**config.mk**
```make
export PLATFORM = sky130hd
export DESIGN_NAME = nn_output_layer
export DESIGN_NICKNAME = d
export VERILOG_FILES = /design/src/rtl/nn_output_layer.sv
export SDC_FILE = /design/constraint.sdc
export NUM_CORES = 1
export LEC_CHECK = 0
export CORE_MARGIN = 3
export CORE_UTILIZATION = 45
export DETAILED_ROUTE_END_ITERATION = 10
export HOLD_SLACK_MARGIN = 0.06
export PLACE_DENSITY = 0.65
export SKIP_LAST_GASP = 1
export SYNTH_ARGS = -nofsm -noshare
export SYNTH_HDL_FRONTEND = slang
export SYNTH_SLANG_ARGS = --single-unit
export TNS_END_PERCENT = 30
```
**constraint.sdc**
```tcl
create_clock -name clk -period 13.9 [get_ports clk]
set_input_delay 2.78 -clock clk [delete_from_list [all_inputs] [get_ports clk]]
set_output_delay 2.78 -clock clk [all_outputs]
set_load 0.1 [all_outputs]
```
**src/rtl/nn_output_layer.sv**
```systemverilog
// Sequential fully-connected output layer: one MAC per cycle, bias + saturating ReLU per neuron.
// Optional argmax output class_idx is enabled by defining NN_OUT_ARGMAX_EN.
module nn_output_layer #(
  parameter int N_IN  = 2,
  parameter int N_OUT = 2,
  parameter int FRAC  = 4
) (
  input  logic                                   clk,
  input  logic                                   rst,
  input  logic                                   req,
  input  logic signed [8*N_IN-1:0]               x,
  input  logic                                   wr_en,
  input  logic [((N_OUT*(N_IN+1)) > 1 ? $clog2(N_OUT*(N_IN+1)) : 1)-1:0] wr_addr,
  input  logic signed [7:0]                      wr_data,
  output logic                                   ack_layer,
  output logic signed [8*N_OUT-1:0]              y,
`ifdef NN_OUT_ARGMAX_EN
  output logic [(N_OUT > 1 ? $clog2(N_OUT) : 1)-1:0] class_idx,
`endif
  output logic                                   busy
);

  localparam int DEPTH = N_OUT * (N_IN + 1);
  localparam int AW    = (DEPTH > 1) ? $clog2(DEPTH) : 1;
  localparam int IW    = (N_IN > 1) ? $clog2(N_IN) : 1;
  localparam int JW    = (N_OUT > 1) ? $clog2(N_OUT) : 1;

  typedef enum logic [1:0] {IDLE, MAC, BIAS, DONE} state_t;

  state_t                  state;
  logic signed [7:0]       tbl [DEPTH];
  logic [8*N_IN-1:0]       x_q;
  logic signed [15:0]      acc;
  logic [IW-1:0]           i_q;
  logic [JW-1:0]           j_q;

  logic [AW-1:0]           base_addr, w_addr, b_addr;
  logic signed [7:0]       w_cur, b_cur, x_cur;
  logic signed [15:0]      prod;
  logic signed [16:0]      sum;
  logic [7:0]              res;
  logic                    i_last, j_last;

  assign busy = (state != IDLE);

  // Weight/bias table: never reset, writable only while idle.
  always_ff @(posedge clk) begin
    if (wr_en && !busy && (int'(wr_addr) < DEPTH))
      tbl[wr_addr] <= wr_data;
  end

  always_comb begin
    base_addr = AW'(int'(j_q) * (N_IN + 1));
    w_addr    = base_addr + AW'(i_q);
    b_addr    = base_addr + AW'(N_IN);
    w_cur     = tbl[w_addr];
    b_cur     = tbl[b_addr];
    x_cur     = x_q[8*i_q +: 8];
    prod      = w_cur * x_cur;
    sum       = {acc[15], acc} + {{9{b_cur[7]}}, b_cur};
    i_last    = (i_q == IW'(N_IN - 1));
    j_last    = (j_q == JW'(N_OUT - 1));
    // Saturation to -128 followed by ReLU collapses to "any negative sum gives 0".
    if (sum < 17'sd0)
      res = '0;
    else if (sum > 17'sd127)
      res = 8'd127;
    else
      res = sum[7:0];
  end

  always_ff @(posedge clk or negedge rst) begin
    if (!rst) begin
      state     <= IDLE;
      ack_layer <= 1'b0;
      y         <= '0;
      acc       <= '0;
      i_q       <= '0;
      j_q       <= '0;
      x_q       <= '0;
    end else begin
      case (state)
        IDLE: begin
          if (req) begin
            x_q   <= x;
            acc   <= '0;
            i_q   <= '0;
            j_q   <= '0;
            state <= MAC;
          end
        end
        MAC: begin
          acc <= acc + (prod >>> FRAC);
          if (i_last)
            state <= BIAS;
          else
            i_q <= i_q + 1'b1;
        end
        BIAS: begin
          y[8*j_q +: 8] <= res;
          if (!j_last) begin
            j_q   <= j_q + 1'b1;
            i_q   <= '0;
            acc   <= '0;
            state <= MAC;
          end else begin
            state <= DONE;
          end
        end
        DONE: begin
          // Ack is raised one cycle after entry, then held until req is seen low.
          if (!ack_layer)
            ack_layer <= 1'b1;
          else if (!req) begin
            ack_layer <= 1'b0;
            state     <= IDLE;
          end
        end
        default: state <= IDLE;
      endcase
    end
  end

`ifdef NN_OUT_ARGMAX_EN
  logic [JW-1:0]     best_idx;
  logic signed [7:0] best_val;

  always_comb begin
    best_idx = '0;
    best_val = y[7:0];
    for (int unsigned k = 1; k < N_OUT; k++) begin
      if ($signed(y[8*k +: 8]) > best_val) begin
        best_val = y[8*k +: 8];
        best_idx = JW'(k);
      end
    end
  end

  always_ff @(posedge clk or negedge rst) begin
    if (!rst)
      class_idx <= '0;
    else if (state == DONE && !ack_layer)
      class_idx <= best_idx;
  end
`endif

endmodule

```
# [Word-level counts from Yosys, hierarchy flattened]
# Memories as Yosys holds them, arrays and structs flattened.
# Index checks and enable logic that the tools add are counted.
# Widths: inputs -> output; s select.
[word_totals] output_inout_bits=18 mem_bits_rw=48 input_bits=31 n_memories=1 regBits=53 elab_cells=64
[mem_list] name="tbl" words=6 width=8 rd=2 rd_ports_with_merged_regs=0 wr=1 line="31" text="logic signed [7:0] tbl [DEPTH];"
[op_classes] multipliers=2 n_eq_ne=8 order_cmp=3 add_sub_neg=7 n_shift=3 reduce_logical=11 n_mux=22
[ops] op="$pmux 16 s3" count=1
[ops] op="$neg 4->34" count=1
[ops] op="$shift 8x34->16 const A" count=1
[ops] op="$shiftx 8x34->16" count=1
[ops] op="$mux 16" count=2
[ops] op="$add 16x8->17" count=1
[ops] op="$gt 17x8->1 const B" count=1
[ops] op="$lt 17x1->1 const B" count=1
[ops] op="$add 16x12->16" count=1
[ops] op="$bwmux 16" count=1
[ops] op="$mul 8x8->16" count=1
[ops] op="$mux 8" count=2
[ops] op="$shiftx 16x5->8" count=1
[ops] op="$mux 2" count=5
[ops] op="$ne 2x2->1 const B" count=5
[ops] op="$mux 1" count=8
[ops] op="$pmux 2 s4" count=1
[ops] op="$eq 2x2->1 const B" count=2
[ops] op="$reduce_and 2->1" count=2
[ops] op="$reduce_and 4->1" count=1
[ops] op="$reduce_bool 2->1" count=2
[ops] op="$add 3x1->3" count=1
[ops] op="$add 3x2->3 const B" count=1
[ops] op="$lt 3x3->1 const B" count=1
[ops] op="other kinds (10)" count=12

# [Depth between registers and ports, before layout]
# An unclocked memory read counts as a cell.
[logic_depth] word_depth=9 mapped_depth=35 ltp_nobuf=32

# [Worst setup path before layout]
# OpenSTA, ideal clock, no wires.
[synth_timing] kind="register to register" from="register i_q, in the netlist i_last" to="register acc[15]" required_ns=13.772 path_slack_ns=5.987 arrival_ns=7.785 synth_period_minus_slack_ns=7.913 n_path_buf=3 stages_incl_launch_ff=33 setup_ns=0.128 cell_sequence="dfrtp_1 buf_1 inv_1 ha_1 clkbuf_1 clkbuf_1 mux4_2 o21ai_1 nand2_1 fa_1 fa_1 inv_1 fa_1 inv_1 fa_1 inv_1 ha_1 a21oi_1 o21bai_1 a21oi_1 o21bai_1 a21oi_1 o21bai_1 a21oi_1 xnor2_1 ha_1 or3_1 a211oi_1 o41ai_1 a31oi_1 xor2_1 a21oi_1 o22ai_1"
[synth_between] elab_chain_len=5 word_cells_on_any_way=6 classes_between="add/sub: 2; mul: 1; shift: 1; mux: 1; memory: 1"
[synth_rtl] element="start: declaration" line="34" text="logic [IW-1:0] i_q;"
[synth_rtl] element="start signal: assignment" line="97" text="i_q <= i_q + 1'b1;"
[synth_rtl] element="$add 3x1->3" line="54" text="w_addr = base_addr + AW'(i_q);"
[synth_rtl] element="$mem_v2 6x8"
[synth_rtl] element="$mul 8x8->16 *" line="59" text="prod = w_cur * x_cur;"
[synth_rtl] element="$add 16x12->16 *" line="93" text="acc <= acc + (prod >>> FRAC);"
[synth_rtl] element="$pmux 16 s3 *" line="82" text="case (state)"
[synth_rtl] element="end signal: assignment" line="93"
[synth_rtl] element="end: declaration" line="33" text="logic signed [15:0] acc;"
# Mark *: on every way between the ends. The rest lies on a longest branch, timed or not.
# A chain may end at the register's enable or synchronous reset.

# [Worst setup path after layout]
# Ends and elaborated chain as after synthesis.

==> results.toml <==
[timing]
finalSetupViolations = 0
maxSlewViolCount = 0
final_hold_viol_count = 0
tightest_slew_ps = 1225
slew_headroom = 0.1805
fmax_mhz = 115.5
final.setup.tns_ps = 0
post-route-period-util = 0.6229
skew_ps = 9.886
grt_setup_unrepaired = "no"
period_minus_slack_ps = 8658

[worst_hold_path]
min_from = "y[15]"
min_path_type = "reg -> reg"

[critical_path]
critPathRequiredTime_ps = 14140
crit_start = "i_last"
r2r_cells = 30
cp.arrival_ps = 8900
crit_path_end = "acc[15]"
cp_top_family = "adder cells"
path_class = "reg -> reg"
regToRegSetupSlack_ps = 5240
path_depth = 30
max_stage_delay_ps = 850
crit_path_max_fanout = 16
timing.rr.start = "i_last"
cp-start-kind = "flop"
crit_buf_inv = 5
r2r-end = "acc[15]"
critical-path-slowest-cell = "ha_1"
crit_path_end_kind = "flop"

[run_status]
status = "finished clean"

[yosys]
synth_compound_area_frac = 0.1180
synthCells = 761
synth-edff-count = 48
synthArstFlopShare = 0.5248
ys_ff_latch = 101
syn-cell-area_sq_um = 7931
synth_flop_cell = "dfrtp_1"
yosysTopAreaCellShare = 0.1817
synth_top_family_by_area = "adder cells"
syn-num-nets = 910
yosysSeqAreaShare = 0.3490
postSynthAreaPerCell_sq_um = 10.42
synth_adder_area_share = 0.2392
ys_warn_count = 0
synthXorXnorAreaFrac = 0.04086
synth.top_cells.by_count = "inv_1 (107), nor2_1 (82), ha_1 (62)"
ys_top_cells_by_area = "edfxtp_1 (18%), dfrtp_1 (17%), fa_1 (14%)"
yosys.cell_types.count = 58
synth_top_cell_by_area = "edfxtp_1"
synthMuxAreaShare = 0.07951
synthSimpleGateAreaFrac = 0.1134
synth_most_common_cell = "inv_1"

[clocking]
cts_buffers = 9
clk_path_buf_depth = 2
h-tree-depth = 3
clock_latency_ps = 350
cts.repair.resized = 0
cts.clk_slew.worst_paths_ps = 80
post_cts_buffers = 0
cts-root-buf = "clkbuf_16"
postCtsHoldBufs = 0
cts.sinks = 101
cts_tree = "done"

[finish]
fillers = 1493
drive_gt1_frac = 0.1081
area_delta_synth_final_pct = 13.11
n_antenna_cell = 0
nets = 958

[grt]
grt-busiest-layer = "met2"
grt_pass1_vias = 5737
grt_use_total = 0.1771
grt_use_met2 = 0.2956
grt_max_degree = 41
grt_pass1_wl_um = 28300
antenna_found_initial = 0
use_met3 = 0.03000
grtUsageMet1 = 0.2465
overflow = 0

[route]
wirelength_um = 16580
dr.pass1.iters = 5
drc_errors = 0
via_per_inst = 5.336
drt_iter0_markers = 337
post_drt_wl_per_cell_um = 16.03
vias = 5517
antenna_left = 0

[floorplanning]
core-area_sq_um = 16940
die_h_um = 138.8
ios = 49
start_util = 0.4683
fp.dieArea_sq_um = 19250
fp-row-count = 47
die_w_um = 138.8

[placed_design]
place_congestion = 0.9056
detailed_place_hpwl_um = 13160
portBuffers = 48

[flow_run]
cap_violations = 0
==> through the flow <==
step | util | setup slack [ps] | instance area (sq um) | hold slack [ps] | std cells
2_1_floorplan | - | 5987 | 7931 | 480.0 | 761
3_3_place_gp | 0.5113 | 5565 | 8660 | 468.0 | 1018
3_5_place_dp | 0.5113 | 5243 | 8660 | 470.2 | 1018
4_1_cts | 0.5297 | 5242 | 8971 | 499.0 | 1034
5_1_grt | 0.5297 | 4475 | 8971 | 519.8 | 1034
6_report | 0.5297 | 5242 | 8971 | 496.5 | 1034
==> sequential cells by signal, indices dropped and copies added, names as in the netlist <==
register / count
x_q: 16
y: 16
acc: 16
ack_layer: 1
state: 2
tbl: 48
j_last: 1
i_last: 1
==> worst min path at each step <==
stage	slack [ps]	cells after the start	to
final	500	1	y[15]
after CTS	500	1	y[15]
after global routing	520	1	y[15]
after detailed placement	470	1	y[15]
after global placement	470	1	y[7]
after floorplan	480	1	x_q[0]
==> kinds of logic (layout without fill, tap and decap cells) <==
group,count (synthesis),after routing
DFF,101,101
xor gates and xnor gates,37,37
and+or+nand+nor,188,188
buffers and inverters,125,178
muxes,50,50
AOI/OAI and AO/OA,142,142
adders and majority gates,118,118
==> metal layers <==
metal,routed length (um),vias up,share of wire
met4,226,0,0.014
met3,600,19,0.036
met2,8031,111,0.48
met1,7718,2700,0.47
li1,-,2687,-
met5,0,-,0
==> layout make-up <==
type	instances	area (sq um)	area share
clock inverters	7	86.33	0.009623
repair buffers	55	528.0	0.05886
multi-input cells	535	4687	0.5225
inverters	107	401.6	0.04477
clock buffers	9	225.2	0.02510
well taps	220	275.3	0.03068
flip-flops and latches	101	2768	0.3085
==> placed cells by master (no fill, tap or decap), drive strengths merged, types with 11 or more instances in the layout <==
master / synthesis / routed
ha: 62 / 62
a21oi: 50 / 50
inv: 107 / 111
dfrtp: 53 / 53
xnor2: 28 / 28
or2: 11 / 11
o21ai: 37 / 37
clkdlybuf4s50: 0 / 47
fa: 56 / 56
nor2: 82 / 82
mux2: 24 / 24
edfxtp: 48 / 48
mux2i: 18 / 18
nand2: 36 / 36
Power is not shown: default switching activity piles up to over one toggle a cycle in this logic, so the estimate is an artifact.
